### config.mk
export PLATFORM = sky130hd
export DESIGN_NAME = spi_master
export DESIGN_NICKNAME = d
export VERILOG_FILES = /design/src/rtl/spi_master.sv
export SDC_FILE = /design/constraint.sdc
export NUM_CORES = 1
export LEC_CHECK = 0
export ABC_CLOCK_PERIOD_IN_PS = 2300
export CORE_UTILIZATION = 51
export DETAILED_ROUTE_END_ITERATION = 12
export PLACE_DENSITY = 0.75
export SYNTH_ARGS = -nofsm -noshare
export SYNTH_HDL_FRONTEND = slang
export SYNTH_SLANG_ARGS = --single-unit
### constraint.sdc
create_clock -name clk -period 2.3 [get_ports clk]
set_input_delay 0.46 -clock clk [delete_from_list [all_inputs] [get_ports clk]]
set_output_delay 0.46 -clock clk [all_outputs]
set_load 0.01 [all_outputs]
### src/rtl/spi_master.sv
// 8-bit SPI master, mode 0, LSB first. Generates sclk/ss/MOSI from clk and
// exchanges one byte full-duplex per accepted start.
module spi_master #(
  parameter int CLK_DIV = 4,
  parameter int DATA_W  = 8
) (
  input  logic              clk,
  input  logic              reset,
  input  logic              start,
  input  logic [DATA_W-1:0] dataToTransmit,
  input  logic              MISO,
  output logic              sclk,
  output logic              ss,
  output logic              MOSI,
  output logic              busy,
  output logic              done,
  output logic [DATA_W-1:0] dataRecieved
);

  localparam int BW = (DATA_W > 1) ? $clog2(DATA_W) : 1;
  localparam logic [7:0]    CNT_MAX = 8'(CLK_DIV - 1);
  localparam logic [BW-1:0] BIT_MAX = BW'(DATA_W - 1);

  typedef enum logic [2:0] {IDLE, SETUP, HIGH, LOW, HOLD} state_t;

  state_t            state_q, state_d;
  logic [7:0]        cnt_q, cnt_d;
  logic [BW-1:0]     bit_q, bit_d;
  logic [DATA_W-1:0] tx_q, tx_d;
  logic [DATA_W-1:0] rx_q, rx_d;
  logic [DATA_W-1:0] data_q, data_d;
  logic              sclk_q, sclk_d;
  logic              ss_q, ss_d;
  logic              busy_q, busy_d;
  logic              done_q, done_d;
  logic              expire;

  // MOSI is the LSB of the transmit shifter; refilling with ones makes the
  // line idle high without a separate register.
  assign MOSI         = tx_q[0];
  assign sclk         = sclk_q;
  assign ss           = ss_q;
  assign busy         = busy_q;
  assign done         = done_q;
  assign dataRecieved = data_q;

  always_ff @(posedge clk) begin
    if (reset) begin
      state_q <= IDLE;
      cnt_q   <= '0;
      bit_q   <= '0;
      tx_q    <= '1;
      rx_q    <= '0;
      data_q  <= '0;
      sclk_q  <= 1'b0;
      ss_q    <= 1'b1;
      busy_q  <= 1'b0;
      done_q  <= 1'b0;
    end else begin
      state_q <= state_d;
      cnt_q   <= cnt_d;
      bit_q   <= bit_d;
      tx_q    <= tx_d;
      rx_q    <= rx_d;
      data_q  <= data_d;
      sclk_q  <= sclk_d;
      ss_q    <= ss_d;
      busy_q  <= busy_d;
      done_q  <= done_d;
    end
  end

  always_comb begin
    state_d = state_q;
    cnt_d   = cnt_q;
    bit_d   = bit_q;
    tx_d    = tx_q;
    rx_d    = rx_q;
    data_d  = data_q;
    sclk_d  = sclk_q;
    ss_d    = ss_q;
    busy_d  = busy_q;
    done_d  = 1'b0;
    expire  = (cnt_q == CNT_MAX);

    // Half-period counter runs in every active state and wraps on expiry.
    if (state_q != IDLE) cnt_d = expire ? '0 : cnt_q + 8'd1;

    case (state_q)
      IDLE: if (start) begin
        tx_d    = dataToTransmit;
        ss_d    = 1'b0;
        busy_d  = 1'b1;
        bit_d   = '0;
        cnt_d   = '0;
        state_d = SETUP;
      end
      SETUP: if (expire) begin
        sclk_d  = 1'b1;
        state_d = HIGH;
      end
      HIGH: if (expire) begin
        sclk_d = 1'b0;
        rx_d   = {MISO, rx_q[DATA_W-1:1]};
        if (bit_q == BIT_MAX) begin
          state_d = HOLD;
        end else begin
          bit_d   = bit_q + 1'b1;
          tx_d    = {1'b1, tx_q[DATA_W-1:1]};
          state_d = LOW;
        end
      end
      LOW: if (expire) begin
        sclk_d  = 1'b1;
        state_d = HIGH;
      end
      HOLD: if (expire) begin
        ss_d    = 1'b1;
        busy_d  = 1'b0;
        done_d  = 1'b1;
        data_d  = rx_q;
        tx_d    = '1;
        state_d = IDLE;
      end
      default: state_d = IDLE;
    endcase
  end

endmodule

=== Yosys cells after proc, flatten, opt, wreduce, memory -nomap -nowiden ===
Index checks and enable logic that the tools add are counted.

* Multiplexer cells: 27
* Reduce and logical (&&, ||, !) cells: 15
* Bitwise gates (word level): 1
* Equality and inequality tests: 11
* Add/subtract/negate cells: 2

{| class="wikitable"
|+ Operators with widths
! kind !! number
|-
| 8-bit two-way mux || 8
|-
| 3-bit two-way mux || 8
|-
| 8-bit case mux with 3 select lines || 1
|-
| 3-bit case mux with 4 select lines || 1
|-
| 8-bit by 1-bit adder with 8-bit output (second input constant) || 1
|-
| 8-bit by 2-bit equality test with 1-bit output (second input constant) || 1
|-
| 2-bit != test (second input constant) || 4
|-
| 4-bit AND reduction || 2
|-
| 3-bit by 2-bit equality test with 1-bit output (second input constant) || 2
|-
| 3-bit equality test (second input constant) || 2
|-
| 1-bit case mux with 2 select lines || 3
|-
| 3-bit case mux with 2 select lines || 1
|-
| 3-bit AND reduction || 2
|-
| 2-bit nonzero test || 3
|-
| 3-bit nonzero test || 2
|-
| 1-bit two-way mux || 5
|-
| 5-bit AND reduction || 1
|-
| 2-bit AND reduction || 2
|-
| 2-bit OR reduction || 2
|-
| 3-bit by 1-bit adder with 3-bit output (second input constant) || 1
|-
| 3-bit by 1-bit equality test with 1-bit output (second input constant) || 1
|-
| 3-bit logical NOT || 1
|-
| 2-bit by 1-bit != test with 1-bit output (second input constant) || 1
|-
| 1-bit NOT || 1
|}

* Register bits: 42
* Word-level logic and storage cells: 66
* Output and inout port bits: 13

=== Logic depth before layout (Yosys ltp) ===
* Depth after elaboration: 5
* Gate-level depth with buffers: 8

=== Least setup slack after synthesis ===
Ideal clock, no wire load.

* Path kind: register to register
* Start: register bit_q[0]
* End: register tx_q[1]
* Arrival: 1929 ps
* Stages on the path, launching flop included: 9
* Setup time: 132 ps
* Data required time: 2168 ps
* Setup slack: 238 ps
* Path through: dfxtp_1 ha_1 ha_1 clkbuf_1 o21ai_0 o311ai_1 clkbuf_1 o21a_1 or3b_2

* Longest elaborated chain between the ends: 3

{| class="wikitable"
|+ RTL lines
! what !! line !! text
|-
| from (decl) || 28 || <nowiki>logic [BW-1:0] bit_q, bit_d;</nowiki>
|-
| from (signal assigned) || 62 || <nowiki>bit_q <= bit_d;</nowiki>
|-
| 3-bit equality test || 105 || <nowiki>if (bit_q == BIT_MAX) begin</nowiki>
|-
| 2-bit != test (no line) || n/a ||
|-
| 5-bit AND reduction (no line) || n/a ||
|-
| to (signal assigned) || 63 || <nowiki>tx_q <= tx_d;</nowiki>
|-
| to (decl) || 29 || <nowiki>logic [DATA_W-1:0] tx_q, tx_d;</nowiki>
|}

No other way between the ends.
A chain may end at the register's enable or synchronous reset.

=== Final worst setup path ===
* Start: register cnt_q[0]
* End: register tx_q[1]

* Longest elaborated chain between the ends: 3

{| class="wikitable"
|+ RTL lines
! what !! line !! text
|-
| from (decl) || 27 || <nowiki>logic [7:0] cnt_q, cnt_d;</nowiki>
|-
| from (signal assigned) || 61 || <nowiki>cnt_q <= cnt_d;</nowiki>
|-
| 8-bit by 2-bit equality test with 1-bit output * || 84 || <nowiki>expire = (cnt_q == CNT_MAX);</nowiki>
|-
| 2-bit != test (no line) || n/a ||
|-
| 5-bit AND reduction (no line) * || n/a ||
|}

Mark *: on every way between the ends. The rest lies on a longest branch, timed or not.

==> impl_metrics.ini <==
[run_status]
status = finished, final reports clean

[pwr]
p_leak_nw = 0.937
cellPowerDensity_nw_per_um2 = 572
ir_drop_mv = 0.489

[clock_tree]
cts_tree = yes
root_buffer = clkbuf_8
clock_sinks = 42
holdBufCountCts = 0
clock_latency_ns = 0.29
ctsHtreeMaxLevel = 2
post_cts.repair.setup_buffers = 0
cts_buffer_depth = 2
cts_made_buffers = 5
cts.clk_slew.worst_paths_ns = 0.08
cts_resized = 0

[sta]
period_share_pct = 87.3
period_needed_ns = 2.01
skew_ns = 0.00405
finalHoldViolations = 0
setup_viol_count_final = 0
final.setup.worst_slack_ns = 0.292
slew_headroom_pct = 57.6
tightest_slew_ns = 0.632
setup_tns_ns = 0
drv_slew = 0
rsz0062_at_grt = no
max_freq_mhz = 498
holdWs_ns = 0.474

[placement]
place_congestion = 0.839
io_buffers = 24
post-place-ws_ns = 0.227
placedInstanceArea_um2 = 2250
hpwlAfterDp_um = 2720

[synthesis]
syn_avg_cell_area_um2 = 9.16
synth_area_um2 = 1940
syn_inst = 212
yosys.area_share.simple_pct = 23.6
muxShareOfSynthArea_pct = 8.76
synth_top_area_share_pct = 43.3
synthTopCellsByArea = dfxtp_1 43%, mux2i_1 8.8%, nor2_1 6.6%
synth-edff-count = 0
async_flop_share_pct = 0
synth_warnings = 0
synthAdderAreaFrac_pct = 1.93
synth_flop_cell = dfxtp_1
yosysTopAreaCell = dfxtp_1
syn_nets = 227
synth_top_family_by_area = simple AND/OR/NAND/NOR gates
ys_ff_latch = 42
synth_cell_type_count = 43
seq_area_frac_synth_pct = 43.3
synthXorXnorAreaFrac_pct = 0.451
synth_compound_area_share_pct = 17.7

[critical_path]
worstSetupPathType = reg2reg
worstPathArrival_ns = 2.25
critPathLaunchType = flop
path_max_fanout = 14
worstPathRequired_ns = 2.54
critPathCaptureType = flop

[die]
fp-row-count = 22
core_area_um2 = 3660
die_w_um = 63.7
io_pins = 25
initial_core_util_pct = 53.0
die-area_um2 = 4060
dieHeight_um = 63.7

[global_routing]
grt-ovfl-total = 0
antenna_found_initial = 0
grt_pass1_vias = 1511
grt_pass1_wl_um = 6600
grt_max_degree = 22
grtUsageTotal_pct = 20.5

[route]
ant_nets = 0
drc = 0
wl_um = 3980
via_count = 1620
first_pass_iters = 4
viasPerCell = 5.64
wl_per_cell_um = 13.9
drt_iter0_markers = 57

[layout]
n_fill_cell = 317
syn_to_final_growth_pct = 20.0
postLayoutCoreUtil_pct = 63.7
multi_input_area_um2 = 1020
seq_area_um2 = 841
drive_gt1_share_pct = 10.5
antennaDiodeCount = 0
final_area_um2 = 2330
most-common-layout-cells = 42 x dfxtp_1, 34 x nor2_1, 24 x clkdlybuf4s50_1
final_common_cell = dfxtp_1
nets = 254

[min_path]
hold_path_class = reg2reg

[job]
cap_viol_max_count = 0
report_power, final:
part,total (W),switching [W],leakage (nW),internal [W]
Sequential,0.000758,0.0000141,0.341,0.000744
Clock,0.000461,0.000253,0.0362,0.000207
Combinational,0.000116,0.0000547,0.559,0.0000611
cell usage after synthesis (2+ instances only):
master and n:
a211oi_1 4, a21oi_1 13, a31oi_1 3, buf_2 5, clkbuf_1 7, dfxtp_1 42
ha_1 3, inv_1 4, mux2i_1 17, nand2_1 9, nand3_1 3, nand3b_1 3
nand4_1 2, nor2_1 34, nor3_2 2, o211ai_1 3, o21a_1 6, o21ai_0 6
o32ai_1 7, o41ai_1 2, or2_2 2, or3_1 4, or3b_1 5, or4_1 7
state kept, by name (all words and copies together) (netlist names):
signal / count
cnt_q: 8
dataRecieved: 8
rx_q: 8
tx_q: 8
bit_q: 3
state_q: 3
busy: 1
done: 1
sclk: 1
ss: 1
kinds of logic after synthesis:
logic type               count (synthesis)
AO/OA/AOI/OAI                           50
XOR/XNOR                                 1
adder cells (fa/ha/maj)                  3
buffers and inverters                   18
flip-flops                              42
multiplexers                            17
AND/OR/NAND/NOR                         81
worst paths after layout:
path,from,slack (ns),end,cells past startpoint
setup reg to reg,cnt_q[0],0.29,tx_q[1],5
hold / removal,sclk,0.47,sclk,2
setup / recovery,cnt_q[0],0.29,tx_q[1],5
hold reg to reg,sclk,0.47,sclk,2
metrics by stage:
step                cells  total power (W)
finish                287          0.00133
global placement      280         0.000888
global route          287          0.00139
floorplan             212         0.000839
CTS                   287          0.00135
detailed placement    280         0.000890
final cells by class:
class / instances / share of cell area (%)
Timing Repair Buffer: 33 / 13.2
Clock inverter: 2 / 0.644
Tap cell: 48 / 2.58
Multi-Input combinational cell: 152 / 43.7
Clock buffer: 5 / 2.95
Inverter: 5 / 0.805
Sequential cell: 42 / 36.1
routing by layer:
| metal | global-route usage (%) | vias to the layer above | share of wire (%) | routed length (um) |
|---|---|---|---|---|
| li1 | - | 831 | - | - |
| met1 | 25.5 | 756 | 50 | 1990 |
| met2 | 34.4 | 28 | 45 | 1800 |
| met3 | 5.25 | 5 | 3.8 | 153 |
| met4 | 5.97 | 0 | 0.95 | 38 |
| met5 | 0 | - | 0 | 0 |
critical path, cell delays in order, from the launching register on:
cell,delay (ns)
dfxtp_1,0.39
ha_1,0.22
nor4b_4,0.37
a21oi_2,0.25
or4_1,0.53
or3b_2,0.19
Power figures use the tool's default switching activity.
